<file path="src/rtl/cam_pkg.sv">
// Shared constants, state encoding and request-entry sizing for the
// CAM request scheduler.
package cam_pkg;

    localparam int DATA_W_DEF = 8;
    localparam int ADDR_W_DEF = 4;

    localparam logic OP_WRITE  = 1'b0;
    localparam logic OP_SEARCH = 1'b1;

    typedef enum logic [1:0] {
        IDLE  = 2'd0,
        ISSUE = 2'd1,
        WAIT  = 2'd2,
        RESP  = 2'd3
    } state_t;

    // One queued request is {op, data, addr}.
    function automatic int req_entry_w(input int data_w, input int addr_w);
        return 1 + data_w + addr_w;
    endfunction

    localparam int ENTRY_W_DEF = req_entry_w(DATA_W_DEF, ADDR_W_DEF);

endpackage

</file>
<file path="src/rtl/req_fifo.sv">
// Synchronous request FIFO; push and pop in the same cycle are both honoured.
module req_fifo #(
    parameter int WIDTH = 13,
    parameter int DEPTH = 4
) (
    input  logic             i_clk,
    input  logic             i_rst,
    input  logic             i_push,
    input  logic [WIDTH-1:0] i_data,
    input  logic             i_pop,
    output logic             o_full,
    output logic             o_empty,
    output logic [WIDTH-1:0] o_data
);

    localparam int PTR_W = (DEPTH > 1) ? $clog2(DEPTH) : 1;
    localparam int CNT_W = $clog2(DEPTH + 1);

    logic [WIDTH-1:0] r_mem [DEPTH];
    logic [PTR_W-1:0] r_wr_ptr;
    logic [PTR_W-1:0] r_rd_ptr;
    logic [CNT_W-1:0] r_count;

    logic w_push;
    logic w_pop;

    assign o_full  = (r_count == CNT_W'(DEPTH));
    assign o_empty = (r_count == '0);
    assign w_push  = i_push && !o_full;
    assign w_pop   = i_pop && !o_empty;
    assign o_data  = r_mem[r_rd_ptr];

    // DEPTH is a power of two, so pointers wrap by natural overflow.
    always_ff @(posedge i_clk) begin
        if (i_rst) begin
            r_wr_ptr <= '0;
            r_rd_ptr <= '0;
            r_count  <= '0;
        end else begin
            if (w_push) begin
                r_wr_ptr <= r_wr_ptr + 1'b1;
            end
            if (w_pop) begin
                r_rd_ptr <= r_rd_ptr + 1'b1;
            end
            case ({w_push, w_pop})
                2'b10:   r_count <= r_count + 1'b1;
                2'b01:   r_count <= r_count - 1'b1;
                default: r_count <= r_count;
            endcase
        end
    end

    always_ff @(posedge i_clk) begin
        if (w_push) begin
            r_mem[r_wr_ptr] <= i_data;
        end
    end

endmodule

</file>
<file path="src/rtl/cam_request_scheduler.sv">
// Front-end for the CAM: buffers write/search requests, issues them one at
// a time in order, and returns registered search results under backpressure.
module cam_request_scheduler
    import cam_pkg::*;
#(
    parameter int DATA_W = DATA_W_DEF,
    parameter int ADDR_W = ADDR_W_DEF,
    parameter int DEPTH  = 4
) (
    input  logic              i_clk,
    input  logic              i_rst,
    input  logic              i_req_valid,
    output logic              o_req_ready,
    input  logic              i_req_op,
    input  logic [DATA_W-1:0] i_req_data,
    input  logic [ADDR_W-1:0] i_req_addr,
    output logic              o_cam_wen,
    output logic              o_cam_ren,
    output logic [DATA_W-1:0] o_cam_din,
    output logic [ADDR_W-1:0] o_cam_addr,
    input  logic [ADDR_W-1:0] i_cam_dout,
    input  logic              i_cam_hit,
    output logic              o_rsp_valid,
    input  logic              i_rsp_ready,
    output logic [DATA_W-1:0] o_rsp_key,
    output logic [ADDR_W-1:0] o_rsp_addr,
    output logic              o_rsp_hit
);

    localparam int ENTRY_W = req_entry_w(DATA_W, ADDR_W);

    logic [ENTRY_W-1:0] w_push_data;
    logic [ENTRY_W-1:0] w_head;
    logic               w_head_op;
    logic [DATA_W-1:0]  w_head_data;
    logic [ADDR_W-1:0]  w_head_addr;
    logic               w_full;
    logic               w_empty;
    logic               w_push;
    logic               w_pop;

    state_t             r_state;
    logic               r_op;
    logic [DATA_W-1:0]  r_key;
    logic               r_cam_wen;
    logic               r_cam_ren;
    logic [DATA_W-1:0]  r_cam_din;
    logic [ADDR_W-1:0]  r_cam_addr;
    logic               r_rsp_valid;
    logic [DATA_W-1:0]  r_rsp_key;
    logic [ADDR_W-1:0]  r_rsp_addr;
    logic               r_rsp_hit;

    state_t             w_state_nxt;
    logic               w_op_nxt;
    logic [DATA_W-1:0]  w_key_nxt;
    logic               w_cam_wen_nxt;
    logic               w_cam_ren_nxt;
    logic [DATA_W-1:0]  w_cam_din_nxt;
    logic [ADDR_W-1:0]  w_cam_addr_nxt;
    logic               w_rsp_valid_nxt;
    logic [DATA_W-1:0]  w_rsp_key_nxt;
    logic [ADDR_W-1:0]  w_rsp_addr_nxt;
    logic               w_rsp_hit_nxt;

    assign o_req_ready = !w_full;
    assign w_push      = i_req_valid && o_req_ready;
    assign w_pop       = (r_state == IDLE) && !w_empty;
    assign w_push_data = {i_req_op, i_req_data, i_req_addr};

    assign w_head_op   = w_head[ENTRY_W-1];
    assign w_head_data = w_head[ADDR_W +: DATA_W];
    assign w_head_addr = w_head[ADDR_W-1:0];

    req_fifo #(
        .WIDTH (ENTRY_W),
        .DEPTH (DEPTH)
    ) u_fifo (
        .i_clk   (i_clk),
        .i_rst   (i_rst),
        .i_push  (w_push),
        .i_data  (w_push_data),
        .i_pop   (w_pop),
        .o_full  (w_full),
        .o_empty (w_empty),
        .o_data  (w_head)
    );

    always_comb begin
        w_state_nxt     = r_state;
        w_op_nxt        = r_op;
        w_key_nxt       = r_key;
        w_cam_wen_nxt   = 1'b0;
        w_cam_ren_nxt   = 1'b0;
        w_cam_din_nxt   = r_cam_din;
        w_cam_addr_nxt  = r_cam_addr;
        w_rsp_valid_nxt = r_rsp_valid;
        w_rsp_key_nxt   = r_rsp_key;
        w_rsp_addr_nxt  = r_rsp_addr;
        w_rsp_hit_nxt   = r_rsp_hit;

        unique case (r_state)
            IDLE: begin
                if (!w_empty) begin
                    w_op_nxt      = w_head_op;
                    w_cam_din_nxt = w_head_data;
                    if (w_head_op == OP_WRITE) begin
                        w_cam_wen_nxt  = 1'b1;
                        w_cam_addr_nxt = w_head_addr;
                    end else begin
                        w_cam_ren_nxt = 1'b1;
                        w_key_nxt     = w_head_data;
                    end
                    w_state_nxt = ISSUE;
                end
            end
            ISSUE: begin
                // The CAM samples the strobe at this edge.
                w_state_nxt = (r_op == OP_SEARCH) ? WAIT : IDLE;
            end
            WAIT: begin
                w_rsp_valid_nxt = 1'b1;
                w_rsp_key_nxt   = r_key;
                w_rsp_addr_nxt  = i_cam_dout;
                w_rsp_hit_nxt   = i_cam_hit;
                w_state_nxt     = RESP;
            end
            RESP: begin
                if (r_rsp_valid && i_rsp_ready) begin
                    w_rsp_valid_nxt = 1'b0;
                    w_state_nxt     = IDLE;
                end
            end
            default: begin
                w_state_nxt = IDLE;
            end
        endcase
    end

    always_ff @(posedge i_clk) begin
        if (i_rst) begin
            r_state     <= IDLE;
            r_op        <= OP_WRITE;
            r_key       <= '0;
            r_cam_wen   <= 1'b0;
            r_cam_ren   <= 1'b0;
            r_cam_din   <= '0;
            r_cam_addr  <= '0;
            r_rsp_valid <= 1'b0;
            r_rsp_key   <= '0;
            r_rsp_addr  <= '0;
            r_rsp_hit   <= 1'b0;
        end else begin
            r_state     <= w_state_nxt;
            r_op        <= w_op_nxt;
            r_key       <= w_key_nxt;
            r_cam_wen   <= w_cam_wen_nxt;
            r_cam_ren   <= w_cam_ren_nxt;
            r_cam_din   <= w_cam_din_nxt;
            r_cam_addr  <= w_cam_addr_nxt;
            r_rsp_valid <= w_rsp_valid_nxt;
            r_rsp_key   <= w_rsp_key_nxt;
            r_rsp_addr  <= w_rsp_addr_nxt;
            r_rsp_hit   <= w_rsp_hit_nxt;
        end
    end

    assign o_cam_wen   = r_cam_wen;
    assign o_cam_ren   = r_cam_ren;
    assign o_cam_din   = r_cam_din;
    assign o_cam_addr  = r_cam_addr;
    assign o_rsp_valid = r_rsp_valid;
    assign o_rsp_key   = r_rsp_key;
    assign o_rsp_addr  = r_rsp_addr;
    assign o_rsp_hit   = r_rsp_hit;

endmodule

</file>
<file path="config.mk">
export PLATFORM = sky130hd
export DESIGN_NAME = cam_request_scheduler
export DESIGN_NICKNAME = d
export VERILOG_FILES = /design/src/rtl/cam_pkg.sv /design/src/rtl/req_fifo.sv /design/src/rtl/cam_request_scheduler.sv
export SDC_FILE = /design/constraint.sdc
export NUM_CORES = 1
export LEC_CHECK = 0
export BUFFER_PORTS_ARGS = -buffer_cell sky130_fd_sc_hd__buf_2
export CAP_MARGIN = 20
export CORE_ASPECT_RATIO = 1.75
export CORE_UTILIZATION = 57
export CTS_CLUSTER_SIZE = 25
export DETAILED_ROUTE_END_ITERATION = 8
export PLACE_DENSITY = 0.84
export REMOVE_ABC_BUFFERS = 1
export SETUP_SLACK_MARGIN = 0.5
export SKIP_CTS_REPAIR_TIMING = 1
export SYNTH_ARGS = -nofsm -noshare
export SYNTH_HDL_FRONTEND = slang
export SYNTH_SLANG_ARGS = --single-unit
</file>
<file path="constraint.sdc">
create_clock -name i_clk -period 3.25 [get_ports i_clk]
set_clock_uncertainty 0.2 [all_clocks]
set_input_delay 0.4875 -clock i_clk [delete_from_list [all_inputs] [get_ports i_clk]]
set_output_delay 0.4875 -clock i_clk [all_outputs]
set_load 0.1 [all_outputs]
</file>
==> flow_summary.yaml <==
flow_run:
  maxCapViolCount: 0
global_routing:
  grt_antenna_before_repair: 0
  grt_max_degree: 56
  gr-usage-all-layers: 0.2075
  overflow: 0
  grt_pass1_wl_um: 10780
  grt_pass1_vias: 2292
power:
  ir_worst_vdd_mv: 0.5884
  leakage_nw: 1.675
  powerDensity_nw_per_um2: 950.9
cells_and_area:
  diodes: 0
  fillers: 495
  drive_gt1_frac: 0.2384
  syn2layout_area_growth_pct: 15.75
  nets: 367
setup_path:
  critPathSlowestCell: "or3b_2"
  crit_arrival_ns: 2.63
  slowest_delay_ns: 0.56
  path_max_fanout: 10
  cp_num_buf_inv: 1
  worstPathRequired_ns: 3.32
  worstSetupStartpointType: "flop"
  r2r_slack_ns: 0.69
  path_delay_family: "simple AND/OR/NAND/NOR gates"
  worst_setup_path_end_kind: "flop"
  path_cells: "or3b_2, nand2_1, ha_1, inv_1, fa_1, xor2_1, or3_1, a21oi_1"
  worstSetupPathType: "reg2reg"
logic_synthesis:
  syn-cell-area_um2: 3854
  synth_seq_cells: 100
  synth_commonest_cells: "edfxtp_1, dfxtp_1, a21oi_1, nand2_1, nand2b_1"
  ys.flop_type: "edfxtp_1"
  synth.largest_area_cell: "edfxtp_1"
  yosys.area.top_type_share: 0.4052
  yosysMostFrequentCell: "edfxtp_1"
  synth_edf_count: 52
  ys_types: 34
  synthTopCellsByArea: "edfxtp_1, dfxtp_1, mux4_2, a21oi_1, nand2_1"
  yosysWarnings: 0
  yosysSeqAreaShare: 0.6545
  syn_area_per_cell_um2: 13.06
  async_flop_share: 0
  synthCells: 295
sta:
  rsz0062_at_grt: "no"
  timing.final.crit_period_ns: 2.564
  holdWs_ns: 0.1557
  finalCritPeriodShare: 0.7888
  fmax_mhz: 390.1
  slew_headroom: 0.4042
  finalSetupViolCount: 0
  worst_pin_slew_ns: 0.8919
  tns_ns: 0
  slew_violations: 0
  finalHoldViolations: 0
placed_design:
  gp_congestion: 0.7848
  port_buffers: 50
  dp_hpwl_um: 4413
routing:
  drtPass1Iterations: 4
  route.detailed.drc: 0
  vias: 2349
  vias_per_cell: 5.514
  drt-total-wl_um: 6623
  wl_per_cell_um: 15.55
  antenna_left: 0
  drt_iter0_drc: 148
floorplan:
  core.rowCount: 39
  start_util: 0.5894
  die_x_um: 64.16
  core-area_um2: 6539
  num_io_pins: 51
  die_h_um: 110.8
  die-area_um2: 7106
cts:
  htree_levels: 3
  cts_made_buffers: 9
  clock_sinks: 100
  clock_path_buffers: 2
  clock_latency_ns: 0.34
  cts-root-buf: "clkbuf_16"
  cts_tree: "done"
  clk_pin_slew_ns: 0.06
run_status:
  outcome: "finished clean"
worst_hold_path:
  hold_class: "in2reg"
where the power goes:
part	switching, mW	leakage [nW]	internal [mW]
Clock	0.436	0.149	0.670
Combinational	1.07	0.658	0.413
Sequential	0.111	0.868	1.55
final cells by class:
class | instances | area, um2 | area share
Inverter | 6 | 22.52 | 0.005049
Clock inverter | 7 | 90.09 | 0.02020
Multi-Input combinational cell | 169 | 1225 | 0.2746
Tap cell | 82 | 102.6 | 0.02300
Timing Repair Buffer | 53 | 272.8 | 0.06115
Sequential cell | 100 | 2522 | 0.5655
Clock buffer | 9 | 225.2 | 0.05049
flip-flops by register name (all words and copies together), names as in the netlist, named ones only:
register / count
o_cam_addr: 4
o_rsp_addr: 4
o_cam_wen: 1
o_rsp_hit: 1
u_fifo.r_count: 3
u_fifo.r_rd_ptr: 2
r_state: 1
o_rsp_valid: 1
o_cam_ren: 1
r_key: 8
r_op: 1
o_rsp_key: 8
u_fifo.r_wr_ptr: 2
u_fifo.r_mem: 52
o_cam_din: 8
metal layers:
metal / share of wire / GRT usage / wire, um / vias up
li1: - / - / - / 1159
met1: 0.40 / 0.2268 / 2670 / 1126
met2: 0.53 / 0.3518 / 3537 / 52
met3: 0.036 / 0.05453 / 237 / 12
met4: 0.027 / 0.1259 / 178 / 0
met5: 0 / 0 / 0 / -
logic make-up after synthesis:
family / after synthesis / synth area share
AO/OA/AOI/OAI: 55 / 0.07662
XOR/XNOR: 2 / 0.004546
adder cells (fa/ha/maj): 6 / 0.02143
buffers and inverters: 26 / 0.02889
flip-flops: 100 / 0.6545
multiplexers: 21 / 0.09870
AND/OR/NAND/NOR: 85 / 0.1153
worst register-to-register path: cells and delay by family (launching register included):
family                     cells  cell delay (ns)
and+or+nand+nor                3             1.00
xor gates and xnor gates       1             0.16
adders and majority gates      2             0.55
buffers and inverters          1             0.06
DFF                            1             0.40
AOI/OAI and AO/OA              1             0.14
placed cells by master (no fill, tap or decap), drive strengths merged, types with 2 or more instances in the layout:
master | synthesis | routed
clkbuf | 15 | 9
mux2i | 8 | 8
mux4 | 13 | 13
xor2 | 2 | 2
nand3 | 13 | 13
buf | 5 | 53
clkinv | 0 | 2
nand2b | 17 | 17
o21ai | 11 | 11
a21o | 2 | 2
and3 | 4 | 4
o31ai | 5 | 5
edfxtp | 52 | 52
a21oi | 36 | 36
nor2 | 6 | 6
dfxtp | 48 | 48
bufinv | 0 | 2
or3 | 2 | 2
ha | 5 | 5
clkinvlp | 0 | 2
or4b | 4 | 4
inv | 6 | 7
nand2 | 31 | 31
per-stage QoR:
| stage | instances | utilization | setup slack, ns | area (um2) | power, mW |
|---|---|---|---|---|---|
| after global routing | 426 | 0.6822 | 0.5415 | 4461 | 4.432 |
| final | 426 | 0.6822 | 0.6863 | 4461 | 4.242 |
| after CTS | 426 | 0.6822 | 0.6743 | 4461 | 4.271 |
| after global placement | 410 | 0.6339 | 0.7821 | 4145 | 3.122 |
| after floorplan | 275 | - | 0.5583 | 3765 | 2.844 |
| after detailed placement | 410 | 0.6339 | 0.6897 | 4145 | 3.165 |
final timing paths:
path | from | end | cells past startpoint
worst max-delay path | u_fifo.r_count[2] | u_fifo.r_count[2] | 8
worst min register to register | r_key[4] | o_rsp_key[4] | 2
worst min-delay path | i_req_addr[2] | u_fifo.r_mem[0][2] | 1
worst max register to register | u_fifo.r_count[2] | u_fifo.r_count[2] | 8
(Power assumes the default switching activity.)
